<file path="config.mk">
export PLATFORM = sky130hd
export DESIGN_NAME = serial_adder
export DESIGN_NICKNAME = d
export VERILOG_FILES = /design/src/rtl/serial_adder_pkg.sv /design/src/rtl/full_adder.sv /design/src/rtl/serial_adder.sv
export SDC_FILE = /design/constraint.sdc
export NUM_CORES = 1
export LEC_CHECK = 0
export ABC_AREA = 1
export CAP_MARGIN = 40
export CORE_MARGIN = 2
export CORE_UTILIZATION = 55
export CTS_CLUSTER_SIZE = 25
export DETAILED_ROUTE_END_ITERATION = 16
export PLACE_DENSITY_LB_ADDON = 0.05
export SKIP_LAST_GASP = 1
export SYNTH_ARGS = -nofsm -noshare
export SYNTH_HDL_FRONTEND = slang
export SYNTH_SLANG_ARGS = --single-unit
</file>
<file path="constraint.sdc">
create_clock -name clk -period 4.18 [get_ports clk]
set_clock_uncertainty 0.1 [all_clocks]
set_input_delay 0.836 -clock clk [delete_from_list [all_inputs] [get_ports clk]]
set_output_delay 0.836 -clock clk [all_outputs]
set_load 0.02 [all_outputs]
</file>
<file path="src/rtl/serial_adder_pkg.sv">
// Shared definitions for the bit-serial adder: FSM state encoding.
package serial_adder_pkg;

    typedef enum logic [1:0] {
        IDLE  = 2'd0,
        SHIFT = 2'd1,
        DONE  = 2'd2
    } state_t;

endpackage

</file>
<file path="src/rtl/full_adder.sv">
// Single-bit full adder: the bit slice reused by the serial adder.
module full_adder (
    input  logic a,
    input  logic b,
    input  logic cin,
    output logic sum,
    output logic cout
);

    assign sum  = a ^ b ^ cin;
    assign cout = (a & b) | (a & cin) | (b & cin);

endmodule

</file>
<file path="src/rtl/serial_adder.sv">
// Bit-serial WIDTH-bit adder around one full_adder, LSB first, start/busy/done handshake.
// Optional signed-overflow flag output enabled by defining SERIAL_ADDER_OVF_EN.
module serial_adder
    import serial_adder_pkg::*;
#(
    parameter int WIDTH = 8
) (
    input  logic             clk,
    input  logic             rst_n,
    input  logic             start,
    input  logic [WIDTH-1:0] a,
    input  logic [WIDTH-1:0] b,
    input  logic             cin,
    output logic             busy,
    output logic             done,
    output logic [WIDTH-1:0] sum,
    output logic             cout
`ifdef SERIAL_ADDER_OVF_EN
    ,
    output logic             ovf
`endif
);

    localparam int CW = $clog2(WIDTH);
    localparam logic [CW-1:0] CNT_LAST = CW'(WIDTH - 1);

    state_t           state_r;
    state_t           state_nxt_s;
    logic [WIDTH-1:0] a_sr_r;
    logic [WIDTH-1:0] b_sr_r;
    logic [WIDTH-1:0] res_sr_r;
    logic             carry_r;
    logic [CW-1:0]    cnt_r;
    logic             busy_r;
    logic             done_r;
    logic [WIDTH-1:0] sum_r;
    logic             cout_r;
    logic             fa_sum_s;
    logic             fa_cout_s;
    logic             last_bit_s;

    full_adder u_fa (
        .a    (a_sr_r[0]),
        .b    (b_sr_r[0]),
        .cin  (carry_r),
        .sum  (fa_sum_s),
        .cout (fa_cout_s)
    );

    assign last_bit_s = (cnt_r == CNT_LAST);

    // Next-state decode: start is only honoured in IDLE, DONE always returns to IDLE.
    always_comb begin
        state_nxt_s = state_r;
        case (state_r)
            IDLE: begin
                if (start) begin
                    state_nxt_s = SHIFT;
                end else begin
                    state_nxt_s = IDLE;
                end
            end
            SHIFT: begin
                if (last_bit_s) begin
                    state_nxt_s = DONE;
                end else begin
                    state_nxt_s = SHIFT;
                end
            end
            DONE:    state_nxt_s = IDLE;
            default: state_nxt_s = IDLE;
        endcase
    end

    // State register with handshake flags registered from the next state.
    always_ff @(posedge clk or negedge rst_n) begin
        if (!rst_n) begin
            state_r <= IDLE;
            busy_r  <= 1'b0;
            done_r  <= 1'b0;
        end else begin
            state_r <= state_nxt_s;
            busy_r  <= (state_nxt_s == SHIFT);
            done_r  <= (state_nxt_s == DONE);
        end
    end

    // Datapath: load on accepted start, shift one bit per SHIFT cycle, publish at the last bit.
    always_ff @(posedge clk or negedge rst_n) begin
        if (!rst_n) begin
            a_sr_r   <= '0;
            b_sr_r   <= '0;
            res_sr_r <= '0;
            carry_r  <= 1'b0;
            cnt_r    <= '0;
            sum_r    <= '0;
            cout_r   <= 1'b0;
        end else begin
            case (state_r)
                IDLE: begin
                    if (start) begin
                        a_sr_r  <= a;
                        b_sr_r  <= b;
                        carry_r <= cin;
                        cnt_r   <= '0;
                    end
                end
                SHIFT: begin
                    a_sr_r   <= {1'b0, a_sr_r[WIDTH-1:1]};
                    b_sr_r   <= {1'b0, b_sr_r[WIDTH-1:1]};
                    res_sr_r <= {fa_sum_s, res_sr_r[WIDTH-1:1]};
                    carry_r  <= fa_cout_s;
                    cnt_r    <= cnt_r + CW'(1);
                    if (last_bit_s) begin
                        sum_r  <= {fa_sum_s, res_sr_r[WIDTH-1:1]};
                        cout_r <= fa_cout_s;
                    end
                end
                default: begin
                    cnt_r <= cnt_r;
                end
            endcase
        end
    end

`ifdef SERIAL_ADDER_OVF_EN
    logic ovf_r;

    // At the last bit carry_r is the carry into the MSB, fa_cout_s the carry out of it.
    always_ff @(posedge clk or negedge rst_n) begin
        if (!rst_n) begin
            ovf_r <= 1'b0;
        end else if ((state_r == SHIFT) && last_bit_s) begin
            ovf_r <= carry_r ^ fa_cout_s;
        end
    end

    assign ovf = ovf_r;
`endif

    assign busy = busy_r;
    assign done = done_r;
    assign sum  = sum_r;
    assign cout = cout_r;

endmodule

</file>
==> flow_summary.ini, run 1 <==
[status]
status = complete, no violations

[placement]
placed_cells = 289
gp_congestion = 0.7378
post_dp_cell_area_mm2 = 0.002165
dp_hpwl_um = 2193
io_buffers = 30

[critical_path]
reg2reg_slack_ps = 1830
worst_ep_arrival_time_ps = 2530
cp_slowest_cell = dfrtp_1
crit_path_frequent_cell = nand2_2
r2r_cells = 4
path_class = register to register
cp_max_fo = 49
r2r_end = a_sr_r[0]$_DFFE_PN0P_
crit_end = a_sr_r[0]$_DFFE_PN0P_
required_ps = 4370
cp_cell_sequence = nand2_2 -> nand2_2 -> nand3_1 -> nand2_1
rr_startpoint = state_r[0]$_DFF_PN0_
critPathLaunchType = register
critPathLaunch = state_r[0]$_DFF_PN0_
cp-end-kind = register
cpPeakStageDelay_ps = 790

[logic_synthesis]
ys_types = 17
ys_ff_latch = 40
yosys.area.top_type = dfrtp_1
syn_area_per_cell_um2 = 8.356
yosysSeqAreaShare_pct = 53.48
yosysTopAreaCellShare_pct = 53.48
syn_nets = 247
synth_area_leaders = dfrtp_1 (53%), nand3_1 (13%), nand2_1 (11%), inv_1 (8.0%), o21ai_0 (2.7%)
syn_inst = 224
yosysWarnings = 0
synth_area_mm2 = 0.001872

[clock_tree]
clockRootBuffer = clkbuf_4
cts_setup_buffers = 0
cts_tree = done
clock_sinks = 40
clk_path_buf_depth = 2
cts_htree_levels = 2
holdBufCountCts = 0
cts_resized = 0
clkLatencyLatePin_ps = 340
clk_pin_slew_worst_paths_ps = 120
numCtsBuffers = 5

[route]
drt_wl_total_um = 3303
wl_per_cell_um = 11.12
ant_nets = 0
via_count = 1477
drc = 0
via_per_inst = 4.973
drtPass1Iterations = 4
drt-initial-drc-count = 72

[power_and_ir_drop]
swShare_pct = 39.06
clockPowerShare_pct = 15.8
power.leakage_uw = 0.001179
powerDensity_mw_per_mm2 = 706.0
sequentialPowerShare_pct = 42.3
p_int_uw = 964.2
p_comb_share_pct = 41.9
peakVddDrop_v = 0.0003025
p_sw_uw = 618.0

[sta]
tightest_slew_ps = 852.3
fin_setup_tns_ps = 0
hold_ws_ps = 318.5
rsz0062_at_grt = false
fmax_mhz = 426.0
timing.slew.headroom_pct = 42.98
period_share_pct = 56.16
slew_viol_final = 0
hold_viol = 0
period_needed_ps = 2348
setup_viol = 0

[final_layout]
drive_gt1_share_pct = 5.578
multiInputGateArea_um2 = 629.4
final_util_pct = 67.69
seqCellArea_mm2 = 0.001001
final_cell_area_mm2 = 0.002241
stdcell_count = 297
area_growth_pct = 19.72
fin_nets = 273
nFillCells = 300
insertedDiodeCount = 0

[grt]
antenna_found_initial = 0
grt_max_degree = 50
grt_usage_pct = 19.96
grt_pass1_vias = 1464
grt_pass1_wl_um = 6189
overflow = 0

[die]
die_y_um = 62.34
rows = 21
die_x_um = 62.34
io_pins = 31
coreArea_mm2 = 0.003311
dieArea_mm2 = 0.003886
start_util_pct = 56.54

[job]
cap_violations = 0

[min_path]
hp-class = input pin to async pin
## state kept, by name, indices dropped and copies added, names as in the netlist
signal,flops
cout,1
busy,1
sum,8
done,1
state_r,2
cnt_r,3
carry_r,1
res_sr_r,7
a_sr_r,8
b_sr_r,8
## metal layers
metal / vias up / wire length (um) / GRT usage, %
li1: 744 / - / -
met1: 686 / 1429 / 26.18
met2: 43 / 1666 / 33.15
met3: 4 / 164 / 4.348
met4: 0 / 42 / 6.667
met5: - / 0 / 0
## stage by stage
stage                     total power [uW]  worst slack, ps
after floorplan                       1181             2693
after global placement                1324             1552
after detailed placement              1350             1560
after CTS                             1601             1806
after global routing                  1746             1524
final                                 1582             1832
## kinds of logic after synthesis
| group | share of synthesized area, % |
|---|---|
| simple gates | 25.60 |
| compound gates | 5.614 |
| buf+inv | 12.90 |
| fa+ha+maj | 2.406 |
| flops | 53.48 |
## cell usage after synthesis
| cell | n |
|---|---|
| inv_2 | 1 |
| nand2_1 | 55 |
| buf_6 | 4 |
| nor2_4 | 1 |
| inv_1 | 40 |
| o21ai_0 | 10 |
| fa_1 | 1 |
| buf_2 | 7 |
| nor2_1 | 2 |
| a22oi_1 | 2 |
| ha_1 | 2 |
| nand2_2 | 3 |
| nand3_1 | 47 |
| dfrtp_1 | 40 |
| a21oi_1 | 1 |
| buf_4 | 1 |
| o21ai_1 | 7 |
## layout by cell type, fill, tap and decap left out, drive strengths merged
cell type,instances
a21oi,1
a22oi,2
buf,2
bufinv,1
clkbuf,6
clkdlybuf4s50,29
clkinv,1
dfrtp,40
fa,1
ha,2
inv,41
nand2,58
nand3,47
nor2,3
o21ai,17
## how the worst min path moves through the flow
| stage | from | to | slack, ps | cells after the start |
|---|---|---|---|---|
| finish | rst_n | sum[3]$_DFFE_PN0P_ | 320 | 1 |
| global route | rst_n | cnt_r[2]$_DFFE_PN0P_ | 320 | 1 |
| CTS | rst_n | sum[4]$_DFFE_PN0P_ | 320 | 1 |
| detailed placement | sum[0]$_DFFE_PN0P_ | sum[0]$_DFFE_PN0P_ | 370 | 2 |
| global placement | res_sr_r[1]$_DFFE_PN0P_ | sum[0]$_DFFE_PN0P_ | 350 | 2 |
| floorplan | res_sr_r[1]$_DFFE_PN0P_ | sum[0]$_DFFE_PN0P_ | 340 | 2 |
## power groups by stage
stage                     clock [uW]  combinational [uW]  sequential [uW]
after floorplan                    0                 486              696
after global placement             0                 655              670
after detailed placement           0                 673              678
after CTS                        254                 676              671
after global routing             275                 777              694
final                            250                 663              669
## final cells by class
class / instances / area share [%]
well taps: 46 / 2.568
clock inverters: 2 / 1.563
repair buffers: 31 / 14.41
multi-input cells: 131 / 28.08
flip-flops and latches: 40 / 44.67
clock buffers: 6 / 1.843
inverters: 41 / 6.868
## worst max-delay path: cells and delay by family (launching register included)
family,cells,cell delay (ps)
simple gates,4,1420
flops,1,790
Power figures use the tool's default switching activity.
==> inputs of run 2 (changes only) <==
--- a/config.mk
+++ b/config.mk
@@ -8,7 +8,7 @@
 export ABC_AREA = 1
 export CAP_MARGIN = 40
 export CORE_MARGIN = 2
-export CORE_UTILIZATION = 55
+export CORE_UTILIZATION = 52
 export CTS_CLUSTER_SIZE = 25
 export DETAILED_ROUTE_END_ITERATION = 16
 export PLACE_DENSITY_LB_ADDON = 0.05
==> constraint.sdc (replaced) <==
create_clock -name clk -period 2.4 [get_ports clk]
set_clock_uncertainty 0.1 [all_clocks]
set_input_delay 0.48 -clock clk [delete_from_list [all_inputs] [get_ports clk]]
set_output_delay 0.48 -clock clk [all_outputs]
set_load 0.02 [all_outputs]
==> flow_summary.ini, run 2 (same netlist as run 1, synthesis figures left out) <==
[placement]
placed_cells = 293
gp_congestion = 0.7554
dp_worst_setup_slack_ps = 701.8
dp_hpwl_um = 2143
io_buffers = 30

[critical_path]
cp-end-kind = output pin
cp_max_fo = 2
critPathTopFamily = buffers and inverters
cp_cell_sequence = clkdlybuf4s50_1
cp_slowest_cell = clkdlybuf4s50_1
cpPeakStageDelay_ps = 610
path_class = register to output pin
critPathLaunchType = register
worst_ep_arrival_time_ps = 1320
cp_num_buf_inv = 1
required_ps = 1820

[route]
drc = 0
wl_per_cell_um = 10.76
via_per_inst = 4.831
via_count = 1454
drt-initial-drc-count = 151
ant_nets = 0
drt_wl_total_um = 3240
drtPass1Iterations = 4

[final_layout]
most-common-layout-cells = nand2_1 (55), nand3_1 (47), inv_1 (40), dfrtp_1 (40), clkdlybuf4s50_1 (29)
stdcell_count = 301
final_common_cell = nand2_1
area_growth_pct = 20.25
insertedDiodeCount = 0
drive_gt1_share_pct = 7.059
fin_nets = 277
nFillCells = 289

[power_and_ir_drop]
powerDensity_mw_per_mm2 = 1234
finalPower_uw = 2777
power.leakage_uw = 0.001191
peakVddDrop_v = 0.0006682

[min_path]
hp-class = input pin to async pin

[grt]
grt_pass1_vias = 1282
grt_use_met3_pct = 3.521
grt_usage_pct = 18.64
use_met1_pct = 27.79
gr-usage-met2_pct = 26.95
grt_max_degree = 41
grt_pass1_wl_um = 5871
antenna_found_initial = 0
busiest_layer = met1
overflow = 0

[die]
rows = 21
die_y_um = 64.00
dieArea_mm2 = 0.004095
die_x_um = 64.00
io_pins = 31
start_util_pct = 55.22
coreArea_mm2 = 0.003390

[clock_tree]
clock_sinks = 40
cts_htree_levels = 2
clockRootBuffer = clkbuf_4
cts_resized = 0
cts_tree = done
cts_setup_buffers = 0
clk_pin_slew_worst_paths_ps = 110
clkLatencyLatePin_ps = 340
clk_path_buf_depth = 2
holdBufCountCts = 0
numCtsBuffers = 5

[sta]
tightest_slew_ps = 484.8
rsz0062_at_grt = false
fin_setup_tns_ps = 0
timing.slew.headroom_pct = 67.68
fmax_mhz = 527.5
hold_viol = 0
fin_ws_ps = 504.1
setup_viol = 0
slew_viol_final = 0
period_needed_ps = 1896
period_share_pct = 78.99

[status]
status = complete, no violations

[job]
cap_violations = 0
[run 2: cell types whose count changed in the layout (fill, tap and decap cells not counted), sizes merged]
cell	delta
buf	+4
[run 2: final cells by class]
| cell class | instances | area, um2 | area share (%) |
|---|---|---|---|
| Inverter | 41 | 153.9 | 6.837 |
| Timing Repair Buffer | 35 | 332.8 | 14.79 |
| Clock buffer | 6 | 41.29 | 1.834 |
| Sequential cell | 40 | 1001 | 44.47 |
| Multi-Input combinational cell | 131 | 629.4 | 27.96 |
| Tap cell | 46 | 57.56 | 2.557 |
| Clock inverter | 2 | 35.03 | 1.556 |
[run 2: final timing paths]
kind / from / to / slack (ps) / depth (start not counted)
max reg2reg: state_r[1]$_DFF_PN0_ / b_sr_r[4]$_DFFE_PN0P_ / 760 / 6
max in group asynchronous: rst_n / cnt_r[1]$_DFFE_PN0P_ / 1790 / 2
min reg2reg: cnt_r[0]$_DFFE_PN0P_ / cnt_r[0]$_DFFE_PN0P_ / 390 / 1
min: rst_n / b_sr_r[4]$_DFFE_PN0P_ / 70 / 2
max: sum[7]$_DFFE_PN0P_ / sum[7] / 500 / 1
min in group clk: cnt_r[0]$_DFFE_PN0P_ / cnt_r[0]$_DFFE_PN0P_ / 390 / 1
[run 2: through the flow]
stage	area, um2	hold WS (ps)	util, %
floorplan	1872	84.41	-
global placement	2175	359.3	64.16
detailed placement	2175	364.3	64.16
CTS	2251	83.62	66.41
global route	2251	121.3	66.41
finish	2251	71.57	66.41
[run 2: report_power, final]
part	internal, uW	switching, uW	total (uW)
logic	506	694	1200
registers	978	167	1140
clock network	218	213	431
total	1700	1070	2780
[run 2: routing by layer]
metal  wire length, um  share of wire, %
met1              1708                53
met2              1346                42
met3               131               4.0
met4                54               1.7
met5                 0                 0
